### src/rtl/hazard_scoreboard.sv
// Countdown scoreboard hazard unit: decode stalls, E-stage bubbles, MDU interlock
// and a multi-cycle exception flush window for the five-stage pipeline.
module hazard_scoreboard #(
    parameter int unsigned NREG       = 32,
    parameter int unsigned AW         = 5,
    parameter int unsigned CW         = 3,
    parameter int unsigned FLUSH_HOLD = 1
) (
    input  logic          clk,
    input  logic          rst,
    input  logic          id_valid,
    input  logic [AW-1:0] id_rs,
    input  logic [AW-1:0] id_rt,
    input  logic          id_use_rs,
    input  logic          id_use_rt,
    input  logic          id_early,
    input  logic          id_wr_en,
    input  logic [AW-1:0] id_wd,
    input  logic [CW-1:0] id_lat,
    input  logic          id_mdu_start,
    input  logic          id_mdu_read,
    input  logic          mdu_done,
    input  logic          except_flush,
    output logic          stallF,
    output logic          stallD,
    output logic          flushF,
    output logic          flushD,
    output logic          flushE,
    output logic          flushM,
    output logic          flushW,
    output logic          mdu_busy
);

    localparam int unsigned HW = (FLUSH_HOLD > 2) ? $clog2(FLUSH_HOLD) : 1;

    typedef enum logic {RUN, HOLD} flushState_t;

    flushState_t   stateQ, stateD;
    logic [HW-1:0] holdQ, holdD;
    logic [CW-1:0] cntQ [NREG];
    logic [CW-1:0] cntD [NREG];
    logic          mduBusyQ, mduBusyD;
    logic          flushAll;
    logic          opHazard;
    logic          mduHazard;
    logic          issue;
    logic [CW-1:0] thr;

    // Flush window FSM: the cycle of except_flush counts as the first flushed cycle
    always_comb begin
        flushAll = 1'b0;
        stateD   = stateQ;
        holdD    = holdQ;
        case (stateQ)
            RUN: begin
                if (except_flush) begin
                    flushAll = 1'b1;
                    if (FLUSH_HOLD > 1) begin
                        stateD = HOLD;
                        holdD  = HW'(FLUSH_HOLD - 1);
                    end
                end
            end
            HOLD: begin
                flushAll = 1'b1;
                if (except_flush) begin
                    holdD = HW'(FLUSH_HOLD - 1);
                end else if (holdQ <= HW'(1)) begin
                    stateD = RUN;
                end else begin
                    holdD = holdQ - HW'(1);
                end
            end
            default: stateD = RUN;
        endcase
    end

    // Hazard detection, issue qualification and scoreboard next state
    always_comb begin
        thr      = id_early ? CW'(0) : CW'(1);
        opHazard = 1'b0;
        for (int unsigned r = 1; r < NREG; r++) begin
            if (id_use_rs && id_rs == AW'(r) && cntQ[r] > thr) opHazard = 1'b1;
            if (id_use_rt && id_rt == AW'(r) && cntQ[r] > thr) opHazard = 1'b1;
        end
        mduHazard = (id_mdu_read | id_mdu_start) & mduBusyQ & ~mdu_done;

        stallD = id_valid & (opHazard | mduHazard) & ~flushAll;
        stallF = stallD;
        flushF = flushAll;
        flushD = flushAll;
        flushE = stallD | flushAll;
        flushM = flushAll;
        flushW = flushAll;
        issue  = id_valid & ~stallD & ~flushAll;

        // A new write overrides the register's own decrement in the same cycle
        cntD[0] = '0;
        for (int unsigned r = 1; r < NREG; r++) begin
            cntD[r] = cntQ[r];
            if (flushAll) begin
                cntD[r] = '0;
            end else if (issue && id_wr_en && id_wd == AW'(r)) begin
                cntD[r] = id_lat;
            end else if (cntQ[r] != '0) begin
                cntD[r] = cntQ[r] - CW'(1);
            end
        end

        mduBusyD = mduBusyQ;
        if (flushAll) begin
            mduBusyD = 1'b0;
        end else if (issue && id_mdu_start) begin
            mduBusyD = 1'b1;
        end else if (mdu_done) begin
            mduBusyD = 1'b0;
        end
    end

    always_ff @(posedge clk or posedge rst) begin
        if (rst) begin
            stateQ   <= RUN;
            holdQ    <= '0;
            mduBusyQ <= 1'b0;
            for (int unsigned r = 0; r < NREG; r++) cntQ[r] <= '0;
        end else begin
            stateQ   <= stateD;
            holdQ    <= holdD;
            mduBusyQ <= mduBusyD;
            for (int unsigned r = 0; r < NREG; r++) cntQ[r] <= cntD[r];
        end
    end

    assign mdu_busy = mduBusyQ;

endmodule

### config.mk
export PLATFORM = sky130hd
export DESIGN_NAME = hazard_scoreboard
export DESIGN_NICKNAME = d
export VERILOG_FILES = /design/src/rtl/hazard_scoreboard.sv
export SDC_FILE = /design/constraint.sdc
export NUM_CORES = 1
export LEC_CHECK = 0
export ABC_AREA = 1
export CAP_MARGIN = 20
export CORE_ASPECT_RATIO = 1.2
export CORE_MARGIN = 5
export CORE_UTILIZATION = 50
export DETAILED_ROUTE_END_ITERATION = 7
export DONT_BUFFER_PORTS = 1
export PLACE_DENSITY = 0.75
export SKIP_CTS_REPAIR_TIMING = 1
export SYNTH_ARGS = -nofsm -noshare
export SYNTH_HDL_FRONTEND = slang
export SYNTH_SLANG_ARGS = --single-unit
### constraint.sdc
create_clock -name clk -period 6 [get_ports clk]
set_input_delay 1.2 -clock clk [delete_from_list [all_inputs] [get_ports clk]]
set_output_delay 1.2 -clock clk [all_outputs]
set_load 0.05 [all_outputs]
==> metrics.md, run 1 <==
| Metric | Value |
|---|---|
| CTS tree | `yes` |
| Vias in the first global route | `7,622` |
| Wire per inst | `14.3 microns` |
| CTS clk-pin slew, worst paths | `60 ps` |
| Fraction of layout cells with a size suffix above 1 | `3.36%` |
| Minimum clock period after layout | `4470 ps` |
| WP data arrival | `3270 ps` |
| Final WS setup | `1530 ps` |
| Syn Std Cell Area | `8570 sq um` |
| First-pass GRT wire length | `36.4 mm` |
| Max-cap viol count | `0` |
| Fmax | `224 MHz` |
| Crit path top cell by count | `nand2_1` |
| Max Root-Sink Buffers | `2` |
| Hold Worst Slack | `507 ps` |
| Clock skew | `5.56 ps` |
| CP endpoint kind | `output port` |
| Tcrit/Tclk final | `74.4%` |
| Least-Margin Pin Slew | `1100 ps` |
| Largest net degree at the start of global routing | `81` |
| Area leader, netlist | `dfrtp_1` |
| Req. time, crit path | `4800 ps` |
| Main flop type after synthesis | `dfrtp_1` |
| Port-buffer cells | `0` |
| Initial antenna violation count | `0` |
| Cell family with most CP delay | `buffers and inverters` |
| Final Net Count | `1,429` |
| Post-Layout Cell Count | `1,525` |
| Max FO, Critical Path | `31` |
| HPWL Detailed | `15.2 mm` |
| Slew Limit Headroom | `26.6%` |
| Sequence of cells on the critical path | `inv_1 > buf_4 > ha_1 > o21ai_0 > nand2_1 > nand2_1 > nor2_1 > nand2_1 > nor2_1 > nand2_1 > nand2_1 > nor2_2 > buf_4` |
| Setup crit start kind | `input pin` |
| Htree depth | `3` |
| DRC viols | `0` |
| Power Dens Cells | `406 nW/um^2` |
| Vias | `8,091` |
| Total track usage | `22.6%` |
| Setup TNS | `0 ps` |
| Clock Root Buffer | `clkbuf_16` |
| Die Ht | `153 microns` |
| Leakage power | `4.93 nW` |
| Distinct cells, synth | `23` |
| Routed Antenna Nets | `0` |
| TritonCTS Buffers | `9` |
| Final core occ | `53.3%` |
| Worst skew pair latency | `360 ps` |
| Final setup violation count | `0` |
| Vias per Instance | `5.31` |
| Post-synth EDFFs | `0` |
| Power, Total | `3.65 mW` |
| Setup Crit Path Kind | `input pin to output port` |
| Switch Pwr | `1.63 mW` |
| Die Area | `19,900 sq um` |
| Core ar. | `16,900 sq um` |
| Post-placement cell area | `8700 sq um` |
| DRT iter0 DRCs | `534` |
| Final hold violations | `0` |
| Int Pwr | `2.02 mW` |
| # clock sinks | `95` |
| Sw Share | `44.6%` |
| CP bufs+invs | `3` |
| Cell row count | `52` |
| Seq pwr share | `30.2%` |
| Synth area leaders | `dfrtp_1 (28%), nand2_1 (23%), ha_1 (14%)` |
| Routed wire length | `21.8 mm` |
| Synth Warn # | `0` |
| RD Place Congestion | `0.928` |
| VDD IR max | `153 uV` |
| Seq/Total Area, Yosys | `27.7%` |
| Layout area overhead | `4.82%` |
| Ports | `37` |
| #FFs+latches synth | `95` |
| Critical path's slowest cell | `buf_4` |
| # diodes | `0` |
| Ys async rst share | `100%` |
| Mapped Cells | `1,327` |
| Pre-CTS WS | `1540 ps` |
| Initial core utilization | `50.9%` |
| Clock Power Share | `14.7%` |
| Final instance area | `8980 sq um` |
| Aggregate global routing overflow | `0` |
| Comb power frac | `55.1%` |
| Share of the synthesized area in the top cell type | `27.7%` |
| Mapped Nets | `1,449` |
| Worst path max stage delay | `410 ps` |
| Synthesized area per cell | `6.46 sq um` |
| Placed cells | `1,511` |
| RSZ-0062 raised after global routing | `false` |
| Drt pass-1 iters | `5` |
| Min-Delay Path Class | `flop to flop` |
| Outcome | `finished, final reports clean` |
| Die width | `130 microns` |
| Pins over their slew limit | `0` |
-- worst min-delay path: stages (launching register included) --
cell	delay [ps]
dfrtp_1	340
nand3_1	70
nand2_1	60
-- layout by cell type, fill, tap and decap left out, drive strengths merged --
cell	count
o21ai	64
a21oi	31
nor3	10
clkinvlp	1
ha	93
nand2	523
xnor2	31
nor3b	31
nor2	131
dfrtp	95
nand3	154
inv	124
clkbuf	12
nand4	1
buf	8
-- cells by family (layout without fill, tap and decap cells) --
group           count (synthesis)  after routing  synth area share [%]
simple gates                  850            850                  41.7
buf+inv                       163            145                  7.90
compound gates                 95             95                  5.90
flops                          95             95                  27.7
fa+ha+maj                      93             93                  13.6
xor+xnor                       31             31                  3.17
-- power groups by stage --
stage,Sequential [mW],Combinational [mW],Clock [mW]
6_report,1.10,2.01,0.538
5_1_grt,1.13,2.39,0.574
4_1_cts,1.10,2.01,0.548
3_5_place_dp,1.11,1.99,0
3_3_place_gp,1.10,1.93,0
2_1_floorplan,1.06,1.65,0
-- synthesized netlist by cell type, types with 2 or more instances --
master / n
nand2_1: 515
nand3_1: 154
nor2_1: 130
inv_1: 119
dfrtp_1: 95
ha_1: 93
o21ai_0: 56
nor3b_1: 31
xnor2_1: 31
a21oi_1: 23
clkbuf_1: 18
nor3_1: 10
buf_2: 9
a21oi_2: 8
nand2_4: 8
o21ai_1: 8
buf_4: 6
inv_2: 5
buf_1: 3
buf_6: 2
-- per-layer routing --
metal | vias up | routed length [microns] | GRT usage (%)
met5 | - | 0 | 0
met4 | 0 | 825 | 10.8
met3 | 59 | 1200 | 4.08
met2 | 185 | 10300 | 37.1
met1 | 3691 | 9480 | 28.4
li1 | 4156 | - | -
-- flip-flops by register name, summed over array words and instances (netlist names) --
name      cells
mdu_busy      1
stateQ        1
cntQ         93
-- layout make-up --
cell class	count	area (sq um)
clock buffers	12	246
flip-flops and latches	95	2380
fillers	1638	7870
well taps	216	270
clock inverters	1	7.51
repair buffers	8	80.1
multi-input cells	1069	5530
inverters	124	470
-- worst paths after layout --
kind,startpoint,to,slack (ps),cells past startpoint
min,cntQ[81],cntQ[81],510,2
min reg2reg,cntQ[81],cntQ[81],510,2
max,id_early,stallD,1530,13
max in group asynchronous,rst,cntQ[80],4370,3
min in group asynchronous,rst,cntQ[25],630,1
max reg2reg,cntQ[36],cntQ[58],2690,15
No activity file was read; power rests on OpenSTA's default activity.
==> run 2, diff against run 1 <==
--- a/config.mk
+++ b/config.mk
@@ -12,7 +12,7 @@
 export CORE_UTILIZATION = 50
 export DETAILED_ROUTE_END_ITERATION = 7
 export DONT_BUFFER_PORTS = 1
-export PLACE_DENSITY = 0.75
+export PLACE_DENSITY = 0.78
 export SKIP_CTS_REPAIR_TIMING = 1
 export SYNTH_ARGS = -nofsm -noshare
 export SYNTH_HDL_FRONTEND = slang
==> constraint.sdc (replaced) <==
create_clock -name clk -period 3.7 [get_ports clk]
set_input_delay 0.74 -clock clk [delete_from_list [all_inputs] [get_ports clk]]
set_output_delay 0.74 -clock clk [all_outputs]
set_load 0.05 [all_outputs]
==> run 2 against run 1 <==
Effect of this change:
- combinational power increased by 61%
- design area increased by 0.93%
- clock power increased by 73%
- largest power group unchanged
- sequential share of layout area decreased by 0.24 points
- die area unchanged
- clock skew increased by 2.6 ps
- critical path depth unchanged
==> metrics.md, run 2 (synthesized netlist as in run 1, its figures left out) <==
| Metric | Value |
|---|---|
| Outcome | `finished, final reports clean` |
| # diodes | `0` |
| Die Area | `19,900 sq um` |
| Initial core utilization | `50.9%` |
| Largest Register | `cntQ` |
| Vias in the first global route | `7,558` |
| Initial antenna violation count | `0` |
| Clock skew | `8.11 ps` |
| Vias | `8,149` |
| CP bufs+invs | `3` |
| Max FO, Critical Path | `31` |
| Largest net degree at the start of global routing | `64` |
| Final instance area | `9070 sq um` |
| Critical path's slowest cell | `buf_4` |
| Die width | `130 microns` |
| Worst path max stage delay | `390 ps` |
| RSZ-0062 raised after global routing | `false` |
| Max-cap viol count | `0` |
| Aggregate global routing overflow | `0` |
| Worst skew pair latency | `360 ps` |
| Tcrit/Tclk final | `95.5%` |
| Wire per inst | `14.2 microns` |
| Total track usage | `22.5%` |
| Minimum clock period after layout | `3530 ps` |
| Ports | `37` |
| Post-Layout Cell Count | `1,530` |
| Die Ht | `153 microns` |
| Req. time, crit path | `2960 ps` |
| Core ar. | `16,900 sq um` |
| DRT iter0 DRCs | `506` |
| Fraction of layout cells with a size suffix above 1 | `3.81%` |
| Setup TNS | `0 ps` |
| Power, Total | `5.96 mW` |
| Leakage power | `4.98 nW` |
| Crit path top cell by count | `nand2_1` |
| Max Root-Sink Buffers | `2` |
| Pins over their slew limit | `0` |
| Commonest cells after routing, fill and taps aside | `nand2_1 (515), nand3_1 (154), nor2_1 (128)` |
| Fmax | `283 MHz` |
| TritonCTS Buffers | `9` |
| Slew Limit Headroom | `27.8%` |
| CTS clk-pin slew, worst paths | `70 ps` |
| First-pass GRT wire length | `36.2 mm` |
| Cell row count | `52` |
| Max FFs per register | `93` |
| Final hold violations | `0` |
| Least-Margin Pin Slew | `1080 ps` |
| Final Net Count | `1,433` |
| Htree depth | `3` |
| RD Place Congestion | `0.915` |
| WP data arrival | `2790 ps` |
| Min-Delay Path Class | `input pin to asynchronous set/reset pin` |
| DRC viols | `0` |
| Layout area overhead | `5.79%` |
| Final setup violation count | `0` |
| # clock sinks | `95` |
| Placed cells | `1,515` |
| CP endpoint kind | `output port` |
| Post-placement cell area | `8770 sq um` |
| Drt pass-1 iters | `5` |
| CTS tree | `yes` |
| Cell family with most CP delay | `simple AND/OR/NAND/NOR gates` |
| Vias per Instance | `5.33` |
| Sequence of cells on the critical path | `inv_1 > buf_4 > ha_1 > o21ai_0 > nand2_1 > nand2_1 > nor2_1 > nand2_1 > nor2_1 > nand2_1 > nand2_1 > nor2_2 > buf_12` |
| Setup Crit Path Kind | `input pin to output port` |
| Port-buffer cells | `0` |
| Routed Antenna Nets | `0` |
| HPWL Detailed | `15.3 mm` |
| Clock Root Buffer | `clkbuf_16` |
| Power Dens Cells | `657 nW/um^2` |
| Leading cell type in the layout, fill and taps excluded | `nand2_1` |
| Setup crit start kind | `input pin` |
| Routed wire length | `21.7 mm` |
| Fillers | `1,642` |
| VDD IR max | `343 uV` |
==> run 2: layout make-up <==
class | count | area, sq um | share of cell area, %
Inverter | 124 | 470 | 5.19
Clock buffer | 14 | 284 | 3.13
Multi-Input combinational cell | 1069 | 5530 | 61.0
Tap cell | 216 | 270 | 2.98
Sequential cell | 95 | 2380 | 26.2
Timing Repair Buffer | 12 | 134 | 1.48
==> run 2: path summary, 6_finish.rpt <==
kind,startpoint,end,slack (ps),cells after the start
hold reg to reg,cntQ[57],cntQ[57],510,2
setup / recovery,id_early,stallF,170,13
setup reg to reg,cntQ[84],cntQ[43],850,15
max in group asynchronous,rst,cntQ[80],2570,2
hold / removal,rst,cntQ[58],330,1
min in group clk,except_flush,stateQ,490,2
==> run 2: metrics by stage <==
step / utilization [%] / hold slack [ps] / setup WS (ps)
6_report: 53.8 / 330 / 168
5_1_grt: 53.8 / 400 / 30.3
4_1_cts: 53.7 / 360 / 226
3_5_place_dp: 52.0 / 493 / 210
3_3_place_gp: 52.0 / 489 / 249
2_1_floorplan: - / 431 / 68.2
==> run 2: where the power goes <==
| group | total (mW) | internal [mW] | switching (mW) | leakage (nW) |
|---|---|---|---|---|
| logic | 3.24 | 1.36 | 1.88 | 3.62 |
| registers | 1.79 | 1.47 | 0.319 | 1.22 |
| clock network | 0.929 | 0.523 | 0.406 | 0.141 |
==> run 2: routing by layer <==
layer,global-route usage (%),wire length (microns)
met2,38.0,10700
met4,9.75,634
met3,3.28,1300
met1,28.3,9110
met5,0,0
==> run 3, diff against run 2 <==
--- a/config.mk
+++ b/config.mk
@@ -9,10 +9,10 @@
 export CAP_MARGIN = 20
 export CORE_ASPECT_RATIO = 1.2
 export CORE_MARGIN = 5
-export CORE_UTILIZATION = 50
+export CORE_UTILIZATION = 70
 export DETAILED_ROUTE_END_ITERATION = 7
 export DONT_BUFFER_PORTS = 1
-export PLACE_DENSITY = 0.78
+export PLACE_DENSITY = 0.95
 export SKIP_CTS_REPAIR_TIMING = 1
 export SYNTH_ARGS = -nofsm -noshare
 export SYNTH_HDL_FRONTEND = slang
==> constraint.sdc (replaced) <==
create_clock -name clk -period 4.3 [get_ports clk]
set_input_delay 0.86 -clock clk [delete_from_list [all_inputs] [get_ports clk]]
set_output_delay 0.86 -clock clk [all_outputs]
set_load 0.05 [all_outputs]
==> run 3 against run 2 <==
Effect of this change:
- critical path depth did not move
- sequential cell count did not move
- sequential power fell by 13%
- global-route usage rose by 8.9 points
- worst hold slack improved by 26 ps
- critical path type unchanged
- highest routed layer unchanged
==> metrics.md, run 3 (synthesized netlist as in run 1, its figures left out) <==
| Metric | Value |
|---|---|
| FF-to-FF End | `cntQ[52]` |
| Commonest cells after routing, fill and taps aside | `nand2_1 (515), nand3_1 (154), nor2_1 (128)` |
| Die Area | `14,600 sq um` |
| Pins over their slew limit | `0` |
| Initial antenna violation count | `0` |
| Minimum clock period after layout | `3660 ps` |
| HPWL Detailed | `15.2 mm` |
| Layout area overhead | `5.18%` |
| Max-cap viol count | `0` |
| CP endpoint kind | `output port` |
| Setup TNS | `0 ps` |
| First-pass GRT wire length | `38.2 mm` |
| Req. time, crit path | `3440 ps` |
| Ports | `37` |
| Max FO, Critical Path | `31` |
| Setup crit start kind | `input pin` |
| R2R Path Start | `cntQ[60]` |
| Total track usage | `31.3%` |
| TritonCTS Buffers | `9` |
| Clock skew | `8.66 ps` |
| Cell row count | `44` |
| Die Ht | `131 microns` |
| Outcome | `finished, final reports clean` |
| WP data arrival | `2800 ps` |
| Least-Margin Pin Slew | `1050 ps` |
| Clock Root Buffer | `clkbuf_16` |
| CTS clk-pin slew, worst paths | `70 ps` |
| RSZ-0062 raised after global routing | `false` |
| CTS tree | `yes` |
| Largest Register | `cntQ` |
| Port-buffer cells | `0` |
| Wire per inst | `15.5 microns` |
| Routed Antenna Nets | `0` |
| R2R setup slack | `1200 ps` |
| Leakage power | `4.97 nW` |
| Setup Crit Path Kind | `input pin to output port` |
| Final Net Count | `1,433` |
| Max Root-Sink Buffers | `2` |
| Largest net degree at the start of global routing | `48` |
| VDD IR max | `336 uV` |
| Final setup violation count | `0` |
| R2R depth | `15` |
| Fmax | `273 MHz` |
| Final core occ | `74.8%` |
| Slew Limit Headroom | `29.7%` |
| DRT iter0 DRCs | `731` |
| Leading cell type in the layout, fill and taps excluded | `nand2_1` |
| Core ar. | `12,100 sq um` |
| Max FFs per register | `93` |
| Vias in the first global route | `8,397` |
| Fraction of layout cells with a size suffix above 1 | `3.95%` |
| Vias | `8,624` |
| DRC viols | `0` |
| Htree depth | `3` |
| Die width | `111 microns` |
| Vias per Instance | `5.84` |
| Worst skew pair latency | `360 ps` |
| RD Place Congestion | `1.00` |
| Aggregate global routing overflow | `0` |
| # diodes | `0` |
| # clock sinks | `95` |
| Tcrit/Tclk final | `85.2%` |
| Drt pass-1 iters | `6` |
| Routed wire length | `22.8 mm` |
| Min-Delay Path Class | `input pin to asynchronous set/reset pin` |
| Initial core utilization | `71.1%` |
| Final hold violations | `0` |
| Power Dens Cells | `590 nW/um^2` |
-- run 3: cell types whose count changed in the layout (fill, tap and decap cells not counted) --
cell	change
bufinv_16	+1
clkbuf_8	-3
clkinv_2	+1
clkinvlp_4	+3
-- run 3: how the worst max path moves through the flow --
stage	endpoint	from	slack, ps	cells after the start
2_1_floorplan	stallF	id_early	160	12
3_3_place_gp	cntQ[73]	id_early	650	16
3_5_place_dp	cntQ[7]	id_early	600	16
4_1_cts	stallD	id_early	700	13
5_1_grt	stallF	id_use_rt	490	13
6_report	stallD	id_early	640	13
-- run 3: through the flow --
| step | total power, mW | instances | worst slack (ps) | hold slack (ps) | instance area [sq um] |
|---|---|---|---|---|---|
| 3_3_place_gp | 4.18 | 1460 | 655 | 489 | 8700 |
| 3_5_place_dp | 4.35 | 1460 | 598 | 494 | 8700 |
| 4_1_cts | 5.29 | 1476 | 704 | 368 | 9000 |
| 6_report | 5.32 | 1477 | 637 | 356 | 9020 |
| 5_1_grt | 5.86 | 1477 | 493 | 387 | 9020 |
| 2_1_floorplan | 3.78 | 1327 | 164 | 431 | 8570 |
-- run 3: critical path: stages --
cell and delay (ps):
inv_1 30, buf_4 380, ha_1 310, o21ai_0 320, nand2_1 100, nand2_1 70
nor2_1 40, nand2_1 50, nor2_1 60, nand2_1 60, nand2_1 70, nor2_2 190
buf_12 210
-- run 3: power breakdown --
group	total [mW]	switching, mW	leakage, nW	internal [mW]
Combinational	2.94	1.75	3.62	1.19
Sequential	1.55	0.283	1.22	1.26
Clock	0.840	0.374	0.138	0.466
Total	5.32	2.40	4.97	2.92
-- run 3: area by class of cell --
class | instances | area (sq um)
Fill cell | 929 | 3040
Multi-Input combinational cell | 1069 | 5530
Sequential cell | 95 | 2380
Inverter | 124 | 470
Clock inverter | 5 | 57.6
Tap cell | 161 | 201
Clock buffer | 11 | 243
Timing Repair Buffer | 12 | 134
-- run 3: layer usage --
metal  share of wire [%]  wire length (microns)  track usage [%]  vias to the layer above
met1                  39                   8990             37.5                     3921
met3                 8.6                   1960             6.21                       96
met4                 4.0                    903             18.0                        0
met5                   0                      0                0                        -
met2                  48                  11000             52.5                      434
li1                    -                      -                -                     4173
